### src/rtl/dmem_arb_pkg.sv
// Shared types for the data-memory arbiter.
// Build option DMEM_ARB_RR_EN selects round-robin tie-break.
package dmem_arb_pkg;

  localparam int AW_DEF = 8;
  localparam int DW_DEF = 16;

  typedef enum logic [1:0] {
    IDLE,
    OWN0,
    OWN1
  } arb_state_t;

  typedef logic port_id_t;

endpackage

### src/rtl/dmem_arb_pick.sv
// Winner select for an IDLE arbiter.
// DMEM_ARB_RR_EN: ties go to port != last; else port 0 wins.
module dmem_arb_pick
  import dmem_arb_pkg::*;
(
  input  logic     req0,
  input  logic     req1,
  input  port_id_t last,
  output logic     any,
  output port_id_t win
);

  assign any = req0 | req1;

`ifdef DMEM_ARB_RR_EN
  always_comb begin
    win = port_id_t'(~req0);
    if (req0 & req1)
      win = ~last;
  end
`else
  logic unused_last;
  assign unused_last = last;

  always_comb begin
    win = port_id_t'(~req0);
  end
`endif

endmodule

### src/rtl/dmem_arbiter.sv
// Two-port req/gnt arbiter in front of datamem with burst locking.
// Tie-break policy set by DMEM_ARB_RR_EN (see dmem_arb_pick).
module dmem_arbiter
  import dmem_arb_pkg::*;
#(
  parameter int AW        = AW_DEF,
  parameter int DW        = DW_DEF,
  parameter int MAX_BURST = 4
) (
  input  logic          clk,
  input  logic          rst,
  input  logic          req0,
  input  logic          req1,
  input  logic          lock0,
  input  logic          lock1,
  input  logic          wr0,
  input  logic          wr1,
  input  logic [AW-1:0] addr0,
  input  logic [AW-1:0] addr1,
  input  logic [DW-1:0] wdata0,
  input  logic [DW-1:0] wdata1,
  output logic          gnt0,
  output logic          gnt1,
  output logic          rvalid0,
  output logic          rvalid1,
  output logic [DW-1:0] rdata,
  output logic [AW-1:0] mem_addr,
  output logic          mem_rd,
  output logic          mem_wr,
  output logic [DW-1:0] mem_wdata,
  input  logic [DW-1:0] mem_rdata
);

  localparam int CW =
    (MAX_BURST > 1) ? $clog2(MAX_BURST) : 1;

  arb_state_t state, state_nx;
  logic [CW-1:0] cnt, cnt_nx;
  port_id_t last, last_nx;
  logic rtag0, rtag1;
  logic pick_any;
  port_id_t pick_win;
  logic burst_ok;

  dmem_arb_pick u_pick (
    .req0 (req0),
    .req1 (req1),
    .last (last),
    .any  (pick_any),
    .win  (pick_win)
  );

  assign burst_ok = int'(cnt) < (MAX_BURST - 1);

  always_comb begin
    gnt0      = (state == OWN0) & req0;
    gnt1      = (state == OWN1) & req1;
    mem_addr  = '0;
    mem_wdata = '0;
    mem_rd    = 1'b0;
    mem_wr    = 1'b0;
    if (gnt0) begin
      mem_addr  = addr0;
      mem_wdata = wdata0;
      mem_rd    = ~wr0;
      mem_wr    = wr0;
    end else if (gnt1) begin
      mem_addr  = addr1;
      mem_wdata = wdata1;
      mem_rd    = ~wr1;
      mem_wr    = wr1;
    end
  end

  always_comb begin
    state_nx = state;
    cnt_nx   = '0;
    last_nx  = last;
    case (state)
      IDLE: begin
        if (pick_any)
          state_nx = pick_win ? OWN1 : OWN0;
      end
      OWN0: begin
        if (req0 & lock0 & burst_ok) begin
          cnt_nx = cnt + CW'(1);
        end else if (req1) begin
          state_nx = OWN1;
          last_nx  = 1'b0;
        end else if (!req0) begin
          state_nx = IDLE;
          last_nx  = 1'b0;
        end
      end
      OWN1: begin
        if (req1 & lock1 & burst_ok) begin
          cnt_nx = cnt + CW'(1);
        end else if (req0) begin
          state_nx = OWN0;
          last_nx  = 1'b1;
        end else if (!req1) begin
          state_nx = IDLE;
          last_nx  = 1'b1;
        end
      end
      default: state_nx = IDLE;
    endcase
  end

  always_ff @(posedge clk or negedge rst) begin
    if (!rst) begin
      state <= IDLE;
      cnt   <= '0;
      last  <= 1'b1;
      rtag0 <= 1'b0;
      rtag1 <= 1'b0;
    end else begin
      state <= state_nx;
      cnt   <= cnt_nx;
      last  <= last_nx;
      rtag0 <= gnt0 & ~wr0;
      rtag1 <= gnt1 & ~wr1;
    end
  end

  assign rvalid0 = rtag0;
  assign rvalid1 = rtag1;
  assign rdata   = mem_rdata;

endmodule

### config.mk
export PLATFORM = sky130hd
export DESIGN_NAME = dmem_arbiter
export DESIGN_NICKNAME = d
export VERILOG_FILES = /design/src/rtl/dmem_arb_pkg.sv /design/src/rtl/dmem_arb_pick.sv /design/src/rtl/dmem_arbiter.sv
export SDC_FILE = /design/constraint.sdc
export NUM_CORES = 1
export LEC_CHECK = 0
export CAP_MARGIN = 20
export CORE_MARGIN = 8
export CORE_UTILIZATION = 25
export DETAILED_ROUTE_END_ITERATION = 12
export DONT_BUFFER_PORTS = 1
export GPL_ROUTABILITY_DRIVEN = 0
export HOLD_SLACK_MARGIN = 0.05
export SLEW_MARGIN = 20
export SYNTH_ARGS = -nofsm -noshare
export SYNTH_HDL_FRONTEND = slang
export SYNTH_HIERARCHICAL = 1
export SYNTH_SLANG_ARGS = --single-unit
### constraint.sdc
create_clock -name clk -period 2.8 [get_ports clk]
set_clock_uncertainty 0.1 [all_clocks]
set_input_delay 0.14 -clock clk [delete_from_list [all_inputs] [get_ports clk]]
set_output_delay 0.14 -clock clk [all_outputs]
set_load 0.02 [all_outputs]
==> results.py, run 1 <==
metrics = {
    "finish": {
        "fin_cells": 106,
        "design_area_sq_um": 751,
        "drive_above_1_share": 0.164,
        "syn_to_final_growth_pct": -1.15,
        "fillCellCount": 316,
        "diodes": 0,
        "final_core_util": 0.252,
        "nNetsFinal": 152,
    },
    "setup_path": {
        "worst_setup_path_end_kind": "output pin",
        "r2r-end": "state[1]",
        "path_depth": 7,
        "reg2reg_depth": 8,
        "path_class": "reg2out",
        "cp_cell_sequence": "inv_1, ha_1, nand2_2, inv_2, nor2_2, buf_4, a22o_1",
        "required_ns": 2.56,
        "startpoint_type": "flop",
        "worst_path_largest_cell_delay_ns": 0.39,
        "critPathBufInv": 3,
        "cp.arrival_ns": 2.05,
        "crit_path_end": "mem_addr[2]",
        "cp_top_family": "simple AND/OR/NAND/NOR gates",
        "slowest_stage": "dfrtp_1",
        "worst_r2r_startpoint": "state[1]",
        "reg2reg_slack_ns": 0.75,
        "crit_path_start": "state[1]",
        "worstPathMaxFanout": 15,
    },
    "placement": {
        "hpwl_microns": 2340,
        "dpl_cell_area_sq_um": 678,
        "dpl_worst_slack_ns": 0.732,
        "numPortBuffers": 0,
        "dpl.cell_count": 98,
    },
    "pwr": {
        "p_int_uw": 320,
        "p_per_area_nw_per_um2": 879,
        "combPwrFrac": 0.687,
        "power_uw": 660,
        "cellLeakagePower_nw": 0.365,
        "p_clk_frac": 0.118,
        "vdd_drop_max_mv": 0.144,
        "p_sw_uw": 340,
        "p_sw_frac": 0.515,
        "pwr-share-seq": 0.194,
    },
    "clock_network": {
        "clkTransAtPathRegs_ns": 0.04,
        "postCtsSetupRepairBufs": 0,
        "htree_num_levels": 1,
        "clock-sinks": 6,
        "cts_tree": "done",
        "cts_buffers": 3,
        "ctsResizeCount": 0,
        "clockBufferDepth": 2,
        "holdBufCountCts": 5,
        "root_buffer": "clkbuf_4",
        "clk_latency_ns": 0.24,
    },
    "synth": {
        "yosys_warnings": 6,
        "synth.net_count": 160,
        "synth_cells": 83,
        "netlist_area_sq_um": 759,
        "avgSynthCellArea_sq_um": 9.15,
    },
    "sta": {
        "fmax_mhz": 436,
        "rsz0062_at_grt": "no",
        "finalCritPeriodShare": 0.818,
        "setup_violations": 0,
        "whs_ns": 0.0636,
        "slew_headroom": 0.698,
        "fin_setup_tns_ns": 0,
        "tightest_slew_ns": 0.452,
        "finalCriticalPeriod_ns": 2.29,
        "slew_violations": 0,
        "fin_ws_ns": 0.508,
        "hold_viol": 0,
    },
    "detailed_routing": {
        "drtPass1Iterations": 4,
        "wire_per_inst_microns": 25.3,
        "wl_met2_microns": 1300,
        "wl_met3_microns": 215,
        "wl_met1_microns": 1150,
        "antenna_left": 0,
        "drtIter0Drc": 30,
        "via_count": 611,
        "routed_wl_microns": 2690,
        "vias_per_cell": 5.76,
        "drc_errors": 0,
        "routed.top_layer": "met4",
    },
    "die": {
        "core_area_sq_um": 2980,
        "dieWidth_microns": 71.1,
        "die_h_microns": 71.1,
        "io_pins": 118,
        "fp.dieArea_sq_um": 5060,
        "initial_core_util": 0.255,
        "rows": 20,
    },
    "grt": {
        "grt_pass1_vias": 726,
        "grt_max_degree": 28,
        "antenna_found_initial": 0,
        "grt_overflow": 0,
        "grt_use_total": 0.104,
        "grt_pass1_wl_microns": 4150,
    },
    "min_path": {
        "hold_class": "in2reg",
    },
    "outcome": {
        "run_status": "completed",
    },
    "job": {
        "drv_cap": 0,
    },
}
[area by class of cell]
type	instances	area, sq um	share of cell area
inverters	6	22.5	0.0300
flip-flops and latches	6	150	0.200
well taps	33	41.3	0.0550
multi-input cells	51	449	0.598
clock buffers	3	22.5	0.0300
repair buffers	7	65.1	0.0867
[flip-flops by register name, summed over array words and instances, names as in the netlist]
name and count:
cnt 2, state 2, rvalid0 1, rvalid1 1
[worst min path at each step]
stage	endpoint	from	slack, ns	cells past startpoint
floorplan	cnt[0]	rst	-0.26	0
global placement	rvalid0	rst	-0.26	0
detailed placement	state[1]	rst	-0.26	0
CTS	cnt[0]	lock0	0.06	2
global route	cnt[0]	lock0	0.08	2
finish	cnt[0]	lock0	0.06	2
[cell usage in the layout, fill, tap and decap left out, drive strengths merged]
cell type and count:
and4b 1, inv 6, a22oi 1, nor2 4, nor3b 1, a21oi 1
dfrtp 6, ha 5, dlygate4sd3 5, nand2 3, and3 1, and3b 1
o22a 1, nand2b 2, or2 1, buf 2, a21o 1, mux2 2
a31oi 1, a22o 25, clkbuf 3
[power by group through the flow]
stage          registers, mW  clock network (mW)  logic [mW]
2_1_floorplan          0.125                   0       0.414
3_3_place_gp           0.127                   0       0.441
3_5_place_dp           0.129                   0       0.449
4_1_cts                0.128              0.0818       0.461
5_1_grt                0.131              0.0846       0.498
6_report               0.128              0.0781       0.454
[routing by layer]
| metal | vias to the layer above | GRT usage |
|---|---|---|
| met2 | 46 | 0.165 |
| met1 | 289 | 0.120 |
| met3 | 2 | 0.0395 |
| met5 | - | 0 |
| li1 | 274 | - |
| met4 | 0 | 0.0462 |
No activity file was read; power rests on OpenSTA's default activity.
==> inputs of run 2 (changes only) <==
- ABC_AREA: default -> 1
- clock period: 2.8 -> 1.85 ns (I/O delays scaled with it)
==> run 2 against run 1 <==
Cell count up 79%; power grew 55%; area after synthesis up 19%; register-to-register slack worse by 0.62 ns; count of clock-buffer cells in the layout is the same; final area increased by 27%; critical path type unchanged.
==> results.py, run 2 <==
metrics = {
    "setup_path": {
        "required_ns": 1.66,
        "startpoint_type": "flop",
        "cp_cell_sequence": "inv_1, ha_1, nand2_2, clkinv_4, nand2_1, a21oi_4",
        "slowest_stage": "dfrtp_1",
        "worstPathMaxFanout": 13,
        "path_class": "reg2out",
        "critPathBufInv": 2,
        "cp.arrival_ns": 1.56,
        "worst_setup_path_end_kind": "output pin",
        "reg2reg_slack_ns": 0.13,
        "worst_path_largest_cell_delay_ns": 0.40,
        "cp_top_family": "flip-flops",
    },
    "pwr": {
        "p_sw_frac": 0.581,
        "p_sw_uw": 596,
        "pwr-share-seq": 0.186,
        "cellLeakagePower_nw": 0.511,
        "p_int_uw": 429,
        "combPwrFrac": 0.703,
        "power_mw": 1.03,
        "vdd_drop_max_mv": 0.627,
        "p_clk_frac": 0.111,
        "p_per_area_nw_per_um2": 1080,
    },
    "clock_network": {
        "clkTransAtPathRegs_ns": 0.04,
        "cts_tree": "done",
        "postCtsSetupRepairBufs": 0,
        "cts_buffers": 3,
        "htree_num_levels": 1,
        "root_buffer": "clkbuf_4",
        "clock-sinks": 6,
        "clockBufferDepth": 2,
        "clk_latency_ns": 0.24,
    },
    "grt": {
        "grt_max_degree": 27,
        "antenna_found_initial": 0,
        "grt_overflow": 0,
        "grt_pass1_wl_microns": 4170,
        "grt_use_total": 0.0855,
        "grt_pass1_vias": 858,
    },
    "die": {
        "core_area_sq_um": 3550,
        "rows": 22,
        "dieWidth_microns": 76.0,
        "initial_core_util": 0.254,
        "fp.dieArea_sq_um": 5780,
        "die_h_microns": 76.0,
        "io_pins": 118,
    },
    "sta": {
        "fin_setup_tns_ns": 0,
        "finalCriticalPeriod_ns": 1.75,
        "finalCritPeriodShare": 0.948,
        "tightest_slew_ns": 0.273,
        "whs_ns": 0.0585,
        "slew_headroom": 0.817,
        "hold_viol": 0,
        "setup_violations": 0,
        "fmax_mhz": 570,
        "slew_violations": 0,
    },
    "detailed_routing": {
        "drc_errors": 0,
        "routed_wl_microns": 2960,
        "vias_per_cell": 4.74,
        "drtPass1Iterations": 5,
        "drtIter0Drc": 23,
        "via_count": 900,
        "wire_per_inst_microns": 15.6,
        "antenna_left": 0,
    },
    "placement": {
        "numPortBuffers": 0,
        "hpwl_microns": 2290,
        "dpl.cell_count": 180,
    },
    "job": {
        "drv_cap": 0,
    },
    "synth": {
        "synth.net_count": 227,
        "yosys_warnings": 6,
        "synth_cells": 150,
        "avgSynthCellArea_sq_um": 6.01,
        "netlist_area_sq_um": 901,
    },
    "finish": {
        "fin_cells": 190,
        "reg.largest.list": "cnt x2, state x2",
        "diodes": 0,
        "drive_above_1_share": 0.211,
        "fillCellCount": 402,
        "mostFrequentLayoutCell": "nand2_1",
        "nNetsFinal": 221,
        "syn_to_final_growth_pct": 5.56,
        "final_cell_mix": "nand2_1 (52), nand3_1 (29), nand2_2 (14)",
    },
    "outcome": {
        "run_status": "completed",
    },
    "min_path": {
        "hold_class": "in2reg",
    },
}
-- run 2: path summary, 6_finish.rpt --
path | from | end | cells past startpoint
min in group asynchronous | rst | rvalid0 | 1
hold / removal | lock0 | cnt[0] | 4
hold reg to reg | cnt[0] | cnt[0] | 1
setup / recovery | state[0] | mem_wr | 6
setup reg to reg | state[0] | rvalid1 | 5
max in group asynchronous | rst | rvalid1 | 1
-- run 2: tightest hold or removal path: stages --
cell     delay (ns)
nand3_1        0.06
nand2_1        0.06
nand2_2        0.09
nor3_1         0.05
-- run 2: layout make-up --
cell class | instances | area, sq um | share of cell area
Tap cell | 48 | 60.1 | 0.0632
Sequential cell | 6 | 150 | 0.158
Inverter | 11 | 51.3 | 0.0539
Clock buffer | 3 | 22.5 | 0.0237
Multi-Input combinational cell | 110 | 557 | 0.586
Timing Repair Buffer | 11 | 101 | 0.107
Timing Repair inverter | 1 | 8.76 | 0.00921
-- run 2: timing repair --
action / in CTS / in global routing
hold buffers: 6 / 0
gates cloned: 0 / 1
endpoints found under the hold margin: 10 / 0
endpoints found under the setup margin: 26 / 25
resized for setup: 2 / 19
-- run 2: power by group through the flow --
stage / Combinational, mW / Clock, mW / Sequential [mW]
floorplan: 0.641 / 0 / 0.187
global placement: 0.653 / 0 / 0.192
detailed placement: 0.659 / 0 / 0.192
CTS: 0.680 / 0.121 / 0.190
global route: 0.792 / 0.133 / 0.195
finish: 0.721 / 0.114 / 0.191
-- run 2: metal layers --
layer  track usage  vias up  share of wire  routed length, microns
met1        0.0803      406           0.36                    1060
met4        0.0255        0         0.0068                      20
li1              -      443              -                       -
met2         0.155       47           0.53                    1560
met5             0        -              0                       0
met3        0.0460        4           0.11                     314
-- run 2: per-stage QoR --
stage                      util  area (sq um)  setup WS [ns]
final                     0.268           951         0.0963
after global routing      0.268           951        -0.0124
after CTS                 0.252           893        0.00618
after detailed placement  0.227           805          0.144
after global placement    0.227           805          0.158
after floorplan               -           901          0.300
